<file path="config.mk">
export PLATFORM = sky130hd
export DESIGN_NAME = bus_dma_master
export DESIGN_NICKNAME = d
export VERILOG_FILES = /design/src/rtl/bus_dma_master.sv
export SDC_FILE = /design/constraint.sdc
export NUM_CORES = 1
export LEC_CHECK = 0
export CAP_MARGIN = 20
export CORE_ASPECT_RATIO = 0.6
export CORE_MARGIN = 5
export CORE_UTILIZATION = 40
export DETAILED_ROUTE_END_ITERATION = 6
export PLACE_DENSITY_LB_ADDON = 0.15
export SYNTH_ARGS = -nofsm -noshare
export SYNTH_HDL_FRONTEND = slang
export SYNTH_SLANG_ARGS = --single-unit
</file>
<file path="constraint.sdc">
create_clock -name clk -period 4.3 [get_ports clk]
set_clock_uncertainty 0.05 [all_clocks]
set_input_delay 0.43 -clock clk [delete_from_list [all_inputs] [get_ports clk]]
set_output_delay 0.43 -clock clk [all_outputs]
set_load 0.05 [all_outputs]
</file>
<file path="src/rtl/bus_dma_master.sv">
// Bus DMA initiator: copies len doublewords src->dst over the shared bus (optional irq under DMA_IRQ_EN).
// Latency: one ARB cycle, then one doubleword per RD_WAIT+1 cycles under continuous grant, then one DONE/ERR cycle.
// Backpressure: bus_gnt low holds in ARB; a lost grant drops the current beat, which is retried after re-grant.
module bus_dma_master #(
    parameter int         LEN_W   = 16,
    parameter int         RD_WAIT = 1,
    parameter logic [2:0] RD_CODE = 3'b111,
    parameter logic [2:0] WR_CODE = 3'b100
) (
    input  logic             clk,
    input  logic             rst_n,
    input  logic             start,
    input  logic [63:0]      src,
    input  logic [63:0]      dst,
    input  logic [LEN_W-1:0] len,
    output logic             busy,
    output logic             done,
    output logic             err,
    output logic [63:0]      err_addr,
`ifdef DMA_IRQ_EN
    input  logic             irq_clr,
    output logic             irq,
`endif
    output logic             bus_req,
    input  logic             bus_gnt,
    output logic [63:0]      bus_addr,
    output logic [63:0]      bus_wdata,
    output logic [2:0]       bus_rd_ctrl,
    output logic [2:0]       bus_wr_ctrl,
    input  logic [63:0]      bus_rdata,
    input  logic             bus_valid
);

    localparam int CNT_W = (RD_WAIT > 1) ? $clog2(RD_WAIT) : 1;
    localparam logic [CNT_W-1:0] CNT_LAST = CNT_W'(RD_WAIT - 1);

    typedef enum logic [2:0] {S_IDLE, S_ARB, S_RD, S_WR, S_DONE, S_ERR} state_t;

    state_t           state, state_nxt;
    logic [63:0]      cur_src, cur_dst, rd_buf;
    logic [LEN_W-1:0] rem;
    logic [CNT_W-1:0] cnt;
    logic             phase_wr;
    logic             rd_last;

    assign rd_last = (cnt == CNT_LAST);

    always_ff @(posedge clk or negedge rst_n) begin
        if (!rst_n) state <= S_IDLE;
        else        state <= state_nxt;
    end

    always_comb begin
        state_nxt   = state;
        busy        = 1'b0;
        done        = 1'b0;
        err         = 1'b0;
        bus_req     = 1'b0;
        bus_addr    = '0;
        bus_wdata   = '0;
        bus_rd_ctrl = 3'b000;
        bus_wr_ctrl = 3'b000;
        case (state)
            S_IDLE: if (start) begin
                if (src[2:0] != 3'b000 || dst[2:0] != 3'b000) state_nxt = S_ERR;
                else if (len == '0)                           state_nxt = S_DONE;
                else                                          state_nxt = S_ARB;
            end
            S_ARB: begin
                busy    = 1'b1;
                bus_req = 1'b1;
                if (bus_gnt) state_nxt = phase_wr ? S_WR : S_RD;
            end
            S_RD: begin
                busy    = 1'b1;
                bus_req = 1'b1;
                if (!bus_gnt) begin
                    state_nxt = S_ARB;
                end else begin
                    bus_addr    = cur_src;
                    bus_rd_ctrl = RD_CODE;
                    if (rd_last) state_nxt = bus_valid ? S_WR : S_ERR;
                end
            end
            S_WR: begin
                busy    = 1'b1;
                bus_req = 1'b1;
                if (!bus_gnt) begin
                    state_nxt = S_ARB;
                end else begin
                    bus_addr    = cur_dst;
                    bus_wdata   = rd_buf;
                    bus_wr_ctrl = WR_CODE;
                    if (!bus_valid)               state_nxt = S_ERR;
                    else if (rem == LEN_W'(1))    state_nxt = S_DONE;
                    else                          state_nxt = S_RD;
                end
            end
            S_DONE: begin
                done      = 1'b1;
                state_nxt = S_IDLE;
            end
            S_ERR: begin
                err       = 1'b1;
                state_nxt = S_IDLE;
            end
            default: state_nxt = S_IDLE;
        endcase
    end

    // Phase survives a lost grant so ARB resumes the interrupted beat.
    always_ff @(posedge clk or negedge rst_n) begin
        if (!rst_n) begin
            cur_src  <= '0;
            cur_dst  <= '0;
            rd_buf   <= '0;
            rem      <= '0;
            cnt      <= '0;
            phase_wr <= 1'b0;
            err_addr <= '0;
        end else begin
            case (state)
                S_IDLE: if (start) begin
                    err_addr <= '0;
                    if (src[2:0] != 3'b000) begin
                        err_addr <= src;
                    end else if (dst[2:0] != 3'b000) begin
                        err_addr <= dst;
                    end else begin
                        cur_src  <= src;
                        cur_dst  <= dst;
                        rem      <= len;
                        phase_wr <= 1'b0;
                    end
                end
                S_ARB: cnt <= '0;
                S_RD: if (bus_gnt) begin
                    if (rd_last) begin
                        if (bus_valid) begin
                            rd_buf   <= bus_rdata;
                            phase_wr <= 1'b1;
                        end else begin
                            err_addr <= cur_src;
                        end
                    end else begin
                        cnt <= cnt + CNT_W'(1);
                    end
                end
                S_WR: if (bus_gnt) begin
                    if (bus_valid) begin
                        rem      <= rem - LEN_W'(1);
                        cur_src  <= cur_src + 64'd8;
                        cur_dst  <= cur_dst + 64'd8;
                        phase_wr <= 1'b0;
                        cnt      <= '0;
                    end else begin
                        err_addr <= cur_dst;
                    end
                end
                default: ;
            endcase
        end
    end

`ifdef DMA_IRQ_EN
    always_ff @(posedge clk or negedge rst_n) begin
        if (!rst_n)           irq <= 1'b0;
        else if (done || err) irq <= 1'b1;
        else if (irq_clr)     irq <= 1'b0;
    end
`endif

endmodule
</file>
==> Word level (Yosys, flattened, before mapping) <==
Cells that the tools add are included.
{ "op_classes": {"n_addsub": 4, "eq_ne": 18, "n_mux": 63, "n_bitwise": 1, "n_reduce_logical": 15} }
{ "ops": {"columns": ["operator", "n"], "rows": [
  ["$mux 64", 22],
  ["$pmux 64 s2", 3],
  ["$pmux 64 s3", 1],
  ["$add 64x4->64 const B", 2],
  ["$mux 16", 5],
  ["$mux 3", 14],
  ["$pmux 16 s2", 1],
  ["$ne 2x2->1 const B", 11],
  ["$eq 16x1->1 const B", 1],
  ["$logic_not 16->1", 1],
  ["$sub 16x1->16 const B", 1],
  ["$mux 1", 14],
  ["$pmux 3 s4", 1],
  ["$reduce_bool 3->1", 4],
  ["$reduce_and 9->1", 1],
  ["$reduce_and 4->1", 2],
  ["$reduce_and 7->1", 1],
  ["$eq 3x2->1 const B", 2],
  ["$eq 3x3->1 const B", 2],
  ["$pmux 1 s3", 2],
  ["$reduce_and 6->1", 1],
  ["$eq 3x1->1 const B", 1],
  ["$logic_not 3->1", 1],
  ["$ne 3x3->1 const B", 1],
  ["other kinds (6)", 6]
]} }
{ "word_totals": {"regBits": 277, "in_bits": 213, "output_inout_bits": 202, "wordCells": 109} }

==> Logic depth before layout (Yosys ltp) <==
Gate-level depths: netlist of run 1.
{ "logic_depth": {"depth_word": 5, "ltp_mapped": 9, "ltp_nobuf": 7} }

==> Worst setup path after synthesis of run 1 <==
Ideal clock, no wire load.
{ "synth_path": {"path_kind": "reg-to-output", "startpoint": "register state[1]", "endpoint": "output bus_rd_ctrl[1]", "arrival_time_ps": 2428, "t_required_ps": 3820, "setup_slack_ps": 1392, "path_stages_with_launch": 9, "n_path_buf": 4, "path_cell_list": "dfrtp_1 -> clkbuf_1 -> inv_1 -> nor2_1 -> nand2_1 -> clkbuf_1 -> clkbuf_1 -> nor2_1 -> buf_4"} }
{ "synth_between": {"elab_chain_cells": 2} }
{ "synth_lines": {"columns": ["item", "line_no", "rtl"], "rows": [
  ["from (decl)", "39", "state_t state, state_nxt;"],
  ["from (signal assigned)", "50", "else state <= state_nxt;"],
  ["$eq 3x2->1", "63", "case (state)"],
  ["$mux 3", "63", null],
  ["to (decl)", "28", "output logic [2:0] bus_rd_ctrl,"]
]} }
No other way between the ends.

==> Worst setup path after layout of run 1 <==
{ "layout_path": {"startpoint": "register state[1]", "endpoint": "output bus_addr[9]"} }
{ "layout_between": {"elab_chain_cells": 2, "elab_cells_between_ends": 3, "cone_classes": "eq/ne (2); mux (1)"} }
{ "layout_lines": {"columns": ["item", "line_no", "rtl"], "rows": [
  ["$eq 3x2->1", "63", null],
  ["$pmux 64 s2 (*)", "63", null],
  ["to (decl)", "26", "output logic [63:0] bus_addr,"]
]} }
Every way passes the cells marked *; elsewhere a longest branch is shown, timed or not.

==> qor.yml, run 1 <==
status:
  status: "finished, violations left"
  failed_checks: "DRC"
worst_hold_path:
  worstHoldEndpoint: "state[2]"
  whs_path_depth: 2
  hp-class: "in2reg"
  hold_start: "bus_gnt"
worst_setup_path:
  crit_family: "buffers and inverters"
  cp_cell_sequence: "inv_1 -> nor2_4 -> nand2_2 -> buf_4 -> nor2_1 -> clkdlybuf4s50_1"
  r2r_cells: 5
  r2r_start: "state[2]"
  cp_max_fo: 39
  arrival_ns: 3.42
  crit_buf_inv: 3
  r2r_end: "cur_dst[63]"
  required_ns: 3.82
  max_stage_delay_ns: 0.83
  rrSetupSlack_ns: 0.76
  cp-end-kind: "primary output"
  cp_slowest_cell: "clkdlybuf4s50_1"
  worstSetupPathType: "reg2out"
  start_kind: "flop"
routing:
  drc: 2
  firstDrtPassIters: 7
  post_drt_wl_per_cell_microns: 22.9
  wirelength_microns: 63400
  detail_route.vias_per_cell: 6.13
  ant_nets: 0
  drt_iter0_markers: 1950
  num_vias: 17000
cells_and_area:
  fillers: 3714
  nNetsFinal: 2405
  fin_util: 0.543
  antenna_cells: 0
  drive_gt1_frac: 0.0787
  syn_to_final_growth_pct: 32.8
power:
  power_density_nw_per_um2: 685
  ir_worst_vdd_mv: 0.367
  p_leak_nw: 9.10
timing:
  fmax_mhz: 256
  hold_violations: 0
  setup_viol: 0
  setup_tns_ns: 0
  maxSlewViolCount: 0
  min_period_ns: 3.90
  worst_pin_slew_ns: 1.12
  rsz0062_at_grt: "false"
  relSlewSlack: 0.254
  fin_crit_sh: 0.907
logic_synthesis:
  ys.flop_type: "dfrtp_1"
  synthesis.area_sq_um: 16700
  synthCells: 1887
  synthTopCellsByArea: "dfrtp_1 (41%), mux2_2 (4.4%), a21oi_1 (4.0%), mux2i_1 (4.0%), nor2_1 (3.9%)"
  ys_types: 68
  yosys_register_bits: 276
  seq_area_frac_synth: 0.414
  async_flop_share: 1.00
  yosys_warnings: 0
  yosysTopAreaCellShare: 0.414
  syn_avg_cell_area_sq_um: 8.83
  yosysTopAreaCell: "dfrtp_1"
  synth_edf_count: 0
clock_tree:
  cts.path.max_buffers: 3
  insertion_delay_ns: 0.58
  cts_tree: "yes"
  h-tree-depth: 1
  cts_buffers: 29
  clkSinkCount: 276
  postCtsSetupRepairBufs: 0
  path_clk_slew_ns: 0.06
  cts-root-buf: "clkbuf_16"
die:
  rows: 57
  start_util: 0.409
  die_h_microns: 168
  dieWidth_microns: 274
  ios: 415
  core_sq_um: 40800
  die_area_sq_um: 46000
placement:
  io_buffers: 412
  dp_hpwl_microns: 44900
  place_congestion: 0.905
global_route:
  track_usage: 0.264
  overflow: 0
  antenna_found_initial: 1
  grt_pass1_wl_microns: 98300
  grt_max_degree: 204
  grt_pass1_vias: 16400
run:
  maxCapViolCount: 0
## cell families (layout without fill, tap and decap cells)
logic type / after synthesis / after routing / share of synthesized area
buffers and inverters: 194 / 517 / 0.0480
other: 1 / 2 / 0.000225
and+or+nand+nor: 674 / 674 / 0.204
DFF: 276 / 276 / 0.414
muxes: 132 / 132 / 0.0842
adders and majority gates: 4 / 4 / 0.00300
AOI/OAI and AO/OA: 606 / 606 / 0.246
## worst max-delay path by stage
stage,start,end,slack (ns),cells after the start
after floorplan,state[1],bus_rd_ctrl[1],1.39,8
after global placement,state[2],cur_dst[63],0.92,5
after detailed placement,state[2],cur_dst[63],0.86,5
after CTS,state[1],bus_addr[9],0.40,6
after global routing,state[1],bus_addr[9],0.23,6
final,state[1],bus_addr[9],0.40,6
## flip-flops by register name, indices dropped and copies added, names as in the netlist
register,cells
phase_wr,1
cur_dst,64
state,3
rd_buf,64
cur_src,64
rem,16
err_addr,64
## layout by cell type, fill, tap and decap left out, types with 67 or more instances in the layout
master	Yosys	final
clkdlybuf4s50_1	0	410
dfrtp_1	276	275
nor2_1	174	171
a21oi_1	134	134
nand2_1	132	131
o21ai_0	94	93
and3_1	86	86
nand3_1	74	74
a211oi_1	74	74
mux2i_1	67	67
## final cells by class
type | instances | area (sq um) | area share
Clock inverter | 13 | 148 | 0.00667
Inverter | 21 | 78.8 | 0.00356
Clock buffer | 41 | 851 | 0.0384
Multi-Input combinational cell | 1418 | 9020 | 0.407
Sequential cell | 276 | 6910 | 0.312
Tap cell | 560 | 701 | 0.0317
Timing Repair Buffer | 442 | 4430 | 0.200
## what timing repair did
action	4_1_cts	5_1_grt
gates resized for setup	0	0
endpoints found under the hold margin	93	0
hold buffers	1	0
## cells in the mapped netlist (all sizes together), types with 5 or more instances
cell type and instances:
dfrtp 276, nor2 174, clkbuf 148, a21oi 134, nand2 132, o21ai 94
and3 87, a211oi 74, nand3 74, mux2i 67, a21o 65, mux2 65
a221oi 61, nand4 55, nor3 45, o22ai 42, a2bb2oi 35, nor4 26
buf 24, inv 21, o22a 21, a31oi 19, or3 19, and2 18
and4 16, or4 11, a22oi 8, o21a 8, o32ai 8, o31ai 6
a311oi 5, or2 5
## routing by layer
layer,GRT usage,share of wire,up-vias
met3,0.0558,0.083,100
met4,0.0574,0.023,2
li1,-,-,7769
met5,0,0.00014,-
met1,0.388,0.45,8387
met2,0.402,0.45,725
## through the flow
step                cells  setup slack, ns  total power, W  hold WS, ns  instance area [sq um]
finish               2771            0.401          0.0152        0.191                  22100
global route         2771            0.227          0.0160        0.185                  22100
CTS                  2771            0.395          0.0152        0.160                  22100
detailed placement   2716            0.863          0.0124        0.415                  21100
global placement     2716            0.918          0.0122        0.410                  21100
floorplan            1888             1.39         0.00993       0.0844                  16700
## report_power, final
part	internal, W	total (W)	switching (W)
clock network	0.00156	0.00270	0.00115
registers	0.00380	0.00513	0.00133
logic	0.00277	0.00733	0.00456
total	0.00813	0.0152	0.00703
No activity file was read; power rests on OpenSTA's default activity.
==> run 2: changes to the inputs <==
- SLEW_MARGIN: unset -> 20
==> results of run 2 <==
No change in the layout: final DEF, timing and power equal those of run 1.
